`config.mk`:
```
export PLATFORM = sky130hd
export DESIGN_NAME = fast_division_1
export DESIGN_NICKNAME = d
export VERILOG_FILES = /design/src/rtl/fast_division_1.sv
export SDC_FILE = /design/constraint.sdc
export NUM_CORES = 1
export LEC_CHECK = 0
export CORE_MARGIN = 5
export CORE_UTILIZATION = 35
export DETAILED_ROUTE_END_ITERATION = 7
export PLACE_DENSITY_LB_ADDON = 0.15
export SETUP_SLACK_MARGIN = 0.15
export SYNTH_ARGS = -nofsm -noshare
export SYNTH_HDL_FRONTEND = slang
export SYNTH_SLANG_ARGS = --single-unit
```
`constraint.sdc`:
```
create_clock -name clk -period 5.5 [get_ports clk]
set_clock_uncertainty 0.15 [all_clocks]
set_input_delay 0.55 -clock clk [delete_from_list [all_inputs] [get_ports clk]]
set_output_delay 0.55 -clock clk [all_outputs]
set_load 0.005 [all_outputs]
```
`src/rtl/fast_division_1.sv`:
```
// fast_division_1: two-cycle radix-4 divider for unsigned 4-bit operands.
// Produces floor(4*dividend/divisor) as a Q2.2 value, one radix-4 digit per clock.
//
// Ports:
//   clk      - rising-edge clock
//   rst      - synchronous active-high reset
//   start    - one-cycle request; dividend/divisor sampled on the same edge
//   dividend - unsigned 4-bit numerator
//   divisor  - unsigned 4-bit denominator
//   quotient - registered Q2.2 result ([3:2] integer, [1:0] quarters)
//   done     - one-cycle pulse when quotient/ovf update
//   ovf      - registered overflow flag (divide by zero or integer part > 3)
module fast_division_1 (
    input  logic       clk,
    input  logic       rst,
    input  logic       start,
    input  logic [3:0] dividend,
    input  logic [3:0] divisor,
    output logic [3:0] quotient,
    output logic       done,
    output logic       ovf
);

    typedef enum logic [1:0] {
        IDLE = 2'b00,
        DIG2 = 2'b01
    } state_t;

    state_t state, next_state;
    logic   load, finish;

    // Registered digit-1 results carried into the second cycle
    logic [3:0] div_r;
    logic [1:0] q1_r;
    logic [3:0] r1_r;
    logic       ovf_r;

    // ---------------- Digit 1: combinational from live inputs ----------------
    logic [5:0] a6, d1, d2, d3, prod1;
    logic [1:0] q1_c;
    logic [3:0] r1_c;
    logic       ovf_c;

    always_comb begin
        a6 = {2'b00, dividend};
        d1 = {2'b00, divisor};
        d2 = {1'b0, divisor, 1'b0};
        d3 = d1 + d2;

        if (d3 <= a6)      q1_c = 2'd3;
        else if (d2 <= a6) q1_c = 2'd2;
        else if (d1 <= a6) q1_c = 2'd1;
        else               q1_c = 2'd0;

        case (q1_c)
            2'd1:    prod1 = d1;
            2'd2:    prod1 = d2;
            2'd3:    prod1 = d3;
            default: prod1 = '0;
        endcase

        // Remainder is below divisor whenever the result is representable,
        // so truncation to 4 bits is lossless in that case.
        r1_c  = 4'(a6 - prod1);
        ovf_c = (divisor == 4'd0) || (a6 >= {divisor, 2'b00});
    end

    // ---------------- Digit 2: from registered remainder ----------------
    logic [5:0] pr, e1, e2, e3;
    logic [1:0] q0_c;

    always_comb begin
        pr = {r1_r, 2'b00};
        e1 = {2'b00, div_r};
        e2 = {1'b0, div_r, 1'b0};
        e3 = e1 + e2;

        if (e3 <= pr)      q0_c = 2'd3;
        else if (e2 <= pr) q0_c = 2'd2;
        else if (e1 <= pr) q0_c = 2'd1;
        else               q0_c = 2'd0;
    end

    // ---------------- FSM ----------------
    always_ff @(posedge clk) begin
        if (rst) state <= IDLE;
        else     state <= next_state;
    end

    // start wins in every state (including illegal encodings), aborting any
    // operation in flight before its result is written.
    always_comb begin
        next_state = IDLE;
        load       = 1'b0;
        finish     = 1'b0;
        if (start) begin
            next_state = DIG2;
            load       = 1'b1;
        end else begin
            case (state)
                DIG2: begin
                    next_state = IDLE;
                    finish     = 1'b1;
                end
                default: next_state = IDLE;
            endcase
        end
    end

    // ---------------- Datapath registers ----------------
    always_ff @(posedge clk) begin
        if (rst) begin
            div_r    <= '0;
            q1_r     <= '0;
            r1_r     <= '0;
            ovf_r    <= 1'b0;
            quotient <= '0;
            done     <= 1'b0;
            ovf      <= 1'b0;
        end else begin
            done <= finish;
            if (load) begin
                div_r <= divisor;
                q1_r  <= q1_c;
                r1_r  <= r1_c;
                ovf_r <= ovf_c;
            end
            if (finish) begin
                quotient <= ovf_r ? 4'hF : {q1_r, q0_c};
                ovf      <= ovf_r;
            end
        end
    end

endmodule

```
==> reports/results.tsv, run 1 <==
metric	value	unit
Area growth, synth to finish	15.8	%
fin crit share	0.804	
EDFF count, synth	0	
Max Root-Sink Buffers	2	
Hold Buf Count CTS	0	
worst vdd ir	72.5	uV
Finish-stage setup viols	0	
GR Util met2	0.202	
clock sinks	18	
Leak	0.853	nW
Post-Place Cell Area	1800	um2
Cells after Synth	183	
n_diodes	0	
die area	5980	um2
area leader, netlist	ha_1	
vias in the first global route	1294	
PnR worst setup slack	1080	ps
Worst Tran Pin Value	720	ps
fin crit period	4420	ps
Worst Min Path Start	ovf	
critical path launch point	divisor[1]	
Slew Limit Fails	0	
grt total ovfl	0	
wire length per cell	13.9	um
dpl ws	831	ps
critical path fanouts, max	9	
layout cells sized above 1	0.0404	
Setup crit start kind	input port	
Num CTS Buffers	3	
Critical Path Slowest Stage Cell	clkdlybuf4s50_1	
Synthesized Nets	230	
synthesized cell area	1590	um2
CTS Root Cell	clkbuf_8	
# rows	24	
Vias/cell	5.21	
unique cell type count in the Yosys netlist	38	
setup repair after global routing missed its margin	false	
Die W	77.4	um
die height	77.4	um
CP arrival	4420	ps
cell breakdown of the critical path	clkdlybuf4s50_1, ha_1, fa_1, xor2_1, ha_1, a211oi_1, o21ai_0, a211o_1, mux2i_1, ha_1, a21oi_1, o21ai_0, xnor2_1, xnor2_1, a21o_1	
global-route wire length before repair	6030	um
post-layout net count	247	
Iteration-0 DRC Markers	79	
global routing's busiest layer	met2	
clk_lat worst skew	250	ps
Area contributors post-synth	ha_1, dfxtp_1, inv_1, nor2_1, mux2i_1	
Design Area, Final	1840	um2
sequential fraction of the synthesis area	0.227	
post_cts resized	0	
1st-pass router iterations	4	
Synth top area share	0.260	
core area	4380	um2
Final HPWL DP	2880	um
Pwr Density	220	nW/um2
Avg Cell Area, Syn	8.68	um2
initial antenna violation count	0	
routed via count	1303	
Fin. Hold Viols	0	
drt drc	0	
Total Routing Usage GR	0.122	
Synth Register Bits	18	
TNS Setup	0	ps
WL final	3470	um
Synth async-reset ratio	0	
status	finished clean	
largest net degree at the start of global routing	20	
H-tree levels	1	
Min-Delay Path Class	reg -> reg	
M3 GR Usage	0.0231	
CTS tree	built	
YS warnings	0	
Max Freq	0.226	GHz
IO Port Bufs	16	
Post-CTS Setup Bufs	0	
Global Route met1 Usage	0.161	
initial core utilization	0.362	
Primary FF master, synth	dfxtp_1	
Critical Path Most Common Cell	ha_1	
I/O pin count	17	
Placer Congestion	0.829	
max incr delay on CP	630	ps
Routed Antenna Nets	0	
FF-to-FF Start	div_r[1]	
Required @ worst endpoint	5500	ps
Max Cap Viol	0	
max_slew headroom	0.519	
Crit Path Class	in -> reg	
Worst-path clk slew	60	ps
Crit. End Element	register	
[metal layers]
metal / up-vias / wire length [um]
met3: 4 / 181
li1: 687 / -
met5: - / 0
met1: 581 / 1610
met2: 31 / 1640
met4: 0 / 37
[power by group]
group          switching, mW  leakage, nW  internal (mW)  total [mW]
Clock                 0.0406       0.0216         0.0486      0.0892
Combinational         0.0860        0.684         0.0797       0.166
Sequential           0.00942        0.148          0.141       0.151
Total                  0.136        0.853          0.269       0.406
[worst paths after layout]
| path | to | slack [ps] | cells after the start |
|---|---|---|---|
| min reg2reg | ovf | 310 | 2 |
| min | ovf | 310 | 2 |
| max reg2reg | quotient[1] | 2970 | 10 |
| max | r1_r[3] | 1080 | 15 |
[flip-flops by register name (all words and copies together), names as in the netlist]
register	count
ovf	1
done	1
q1_r	2
quotient	4
state	1
div_r	4
r1_r	4
ovf_r	1
[cells in the mapped netlist, drive strengths merged, types with 2 or more instances]
cell	number
xnor2	5
ha	33
nor3	9
a2111oi	2
mux2i	7
nand2	8
a211o	2
a21o	5
inv	19
nand4	3
nor2	19
nor2b	3
o21a	2
a21oi	8
fa	3
a211oi	7
nand2b	3
dfxtp	18
clkbuf	2
o21ai	7
and4b	2
buf	2
[layout make-up]
| class | count | area (um2) |
|---|---|---|
| fillers | 448 | 2540 |
| multi-input cells | 142 | 1140 |
| clock buffers | 3 | 41.3 |
| flip-flops and latches | 18 | 360 |
| well taps | 52 | 65.1 |
| repair buffers | 16 | 160 |
| inverters | 19 | 71.3 |
[placed cells by master, fill, tap and decap left out, types with 3 or more instances in the layout]
cell              n
nand4_1           3
dfxtp_1          18
nor2b_1           3
a211oi_1          7
fa_1              3
xnor2_1           5
clkdlybuf4s50_1  16
nor2_1           19
ha_1             33
o21ai_0           6
mux2i_1           7
a21o_1            5
clkbuf_8          3
nor3_1            9
nand2_1           8
a21oi_1           8
inv_1            19
nand2b_1          3
[critical path, delay by kind of cell]
family,cells,cell delay [ps]
compound gates,6,1220
xor+xnor,3,470
fa+ha+maj,4,1380
buf+inv,1,630
mux,1,160
[metrics by stage]
| stage | hold slack [ps] | utilization | cells | power [mW] |
|---|---|---|---|---|
| after floorplan | 303 | - | 183 | 0.273 |
| after global placement | 291 | 0.410 | 247 | 0.313 |
| after detailed placement | 312 | 0.410 | 247 | 0.320 |
| after CTS | 321 | 0.420 | 250 | 0.412 |
| after global routing | 343 | 0.420 | 250 | 0.442 |
| final | 314 | 0.420 | 250 | 0.406 |
[cell families (layout without fill, tap and decap cells)]
family	after synthesis	in the layout	share of synthesized area
XOR/XNOR	6	6	0.0331
AO/OA/AOI/OAI	39	39	0.172
multiplexers	8	8	0.0512
flip-flops	18	18	0.227
adder cells (fa/ha/maj)	36	36	0.298
AND/OR/NAND/NOR	53	53	0.165
buffers and inverters	23	38	0.0544
(Power assumes the default switching activity.)
==> run 2: changes to the inputs <==
==> constraint.sdc (replaced) <==
create_clock -name clk -period 3.9 [get_ports clk]
set_clock_uncertainty 0.15 [all_clocks]
set_input_delay 0.39 -clock clk [delete_from_list [all_inputs] [get_ports clk]]
set_output_delay 0.39 -clock clk [all_outputs]
set_load 0.005 [all_outputs]
==> reports/results.tsv, run 2 (same netlist as run 1, synthesis figures left out) <==
metric	value	unit
clk_lat worst skew	260	ps
FILL cells	402	
setup repair after global routing missed its margin	false	
combinational share of power	0.447	
critical path fanouts, max	6	
initial antenna violation count	0	
fin crit period	3630	ps
Hold Buf Count CTS	0	
Routed Antenna Nets	0	
Leak	0.924	nW
Num CTS Buffers	3	
worst path buffer plus inverter count	1	
Placer Congestion	0.881	
# rows	24	
grt total ovfl	0	
Int Pwr	0.408	mW
worst vdd ir	138	uV
Setup crit start kind	input port	
Crit. End Element	register	
WL final	3800	um
sw frac	0.344	
Die W	77.4	um
n_diodes	0	
Final HPWL DP	3020	um
cell breakdown of the critical path	dlygate4sd2_1, ha_2, fa_2, xor2_4, ha_4, a211oi_2, o21ai_1, a211o_4, mux2i_1, ha_1, a21oi_2, o21ai_1, xnor2_1, xnor2_1, a21o_1	
Max Freq	0.276	GHz
Critical Path Slowest Stage Cell	fa_2	
Fin. Hold Viols	0	
I/O pin count	17	
max_slew headroom	0.497	
most frequent cells in the layout	ha_1, inv_1, nor2_1, dfxtp_1, clkdlybuf4s50_1	
max incr delay on CP	390	ps
Post-CTS Setup Bufs	0	
Total Routing Usage GR	0.129	
Max Cap Viol	0	
layout cells sized above 1	0.129	
CTS tree	built	
Required @ worst endpoint	3900	ps
Max Root-Sink Buffers	2	
post-layout net count	258	
Worst Tran Pin Value	752	ps
core area	4380	um2
Area growth, synth to finish	26.2	%
global-route wire length before repair	6470	um
Slew Limit Fails	0	
hold_ws	308	ps
die height	77.4	um
clock network fraction of design power	0.210	
largest net degree at the start of global routing	20	
1st-pass router iterations	4	
post-layout util	0.457	
Largest delay share family, worst path	adder cells	
wire length per cell	14.5	um
Min-Delay Path Class	reg -> reg	
commonest non-fill, non-tap cell in the layout	ha_1	
initial core utilization	0.362	
H-tree levels	1	
clock sinks	18	
fin crit share	0.931	
routed via count	1405	
Sw Pwr	0.214	mW
IO Port Bufs	16	
Iteration-0 DRC Markers	64	
status	finished clean	
CTS Root Cell	clkbuf_8	
CP arrival	3630	ps
Finish-stage setup viols	0	
die area	5980	um2
Worst-path clk slew	60	ps
drt drc	0	
r2r setup slk	1320	ps
Top Registers	div_r (4), quotient (4), r1_r (4)	
Crit Path Class	in -> reg	
vias in the first global route	1419	
Pwr Density	311	nW/um2
Vias/cell	5.38	
Seq pwr share	0.342	
[run 2: cell count changes in the layout (fill, tap and decap cells not counted), moves of 2 or more]
cell             previous run  this run
o21ai_0                     6         3
ha_1                       33        30
ha_4                        0         2
dlygate4sd2_1               0         2
clkdlybuf4s50_1            16        13
o21ai_1                     1         4
buf_4                       0        11
[run 2: worst paths after layout]
check | startpoint | endpoint | depth (start not counted)
worst max-delay path | divisor[1] | r1_r[3] | 15
worst min register to register | ovf | ovf | 2
worst max register to register | div_r[1] | quotient[0] | 10
worst min-delay path | ovf | ovf | 2
[run 2: worst min-delay path, cell delays in order (launching register included)]
cell and delay [ps]:
dfxtp_1 310, nand2_1 50, a21oi_1 50
[run 2: layer usage]
metal	track usage	up-vias	share of wire
li1	-	708	-
met4	0.0533	0	0.021
met5	0	-	0
met3	0.0243	10	0.042
met2	0.220	40	0.48
met1	0.160	647	0.46
[run 2: final cells by class]
| cell class | instances | area [um2] | share of cell area |
|---|---|---|---|
| tap | 52 | 65.1 | 0.0325 |
| clock buffer | 3 | 41.3 | 0.0206 |
| inverter | 19 | 71.3 | 0.0356 |
| timing repair buffer | 27 | 243 | 0.121 |
| sequential | 18 | 360 | 0.180 |
| multi-input combinational | 142 | 1220 | 0.610 |
[run 2: repair_timing]
item / CTS / global route
resized for setup: 10 / 8
pin swaps: 7 / 4
setup endpoints to repair: 3 / 3
[run 2: stage by stage]
| step | setup TNS, ps | power, mW | worst slack, ps | cell area, um2 | std cells |
|---|---|---|---|---|---|
| global route | 0 | 0.669 | 137 | 2000 | 261 |
| CTS | 0 | 0.612 | 202 | 1960 | 261 |
| finish | 0 | 0.622 | 271 | 2000 | 261 |
| global placement | -432 | 0.458 | -190 | 1880 | 258 |
| detailed placement | -848 | 0.469 | -340 | 1880 | 258 |
| floorplan | 0 | 0.385 | 401 | 1590 | 183 |
[run 2: power groups by stage]
stage               Sequential (mW)  Combinational [mW]  Clock (mW)
floorplan                     0.213               0.172           0
global placement              0.217               0.242           0
detailed placement            0.217               0.252           0
CTS                           0.213               0.264       0.135
global route                  0.215               0.311       0.142
finish                        0.213               0.278       0.131
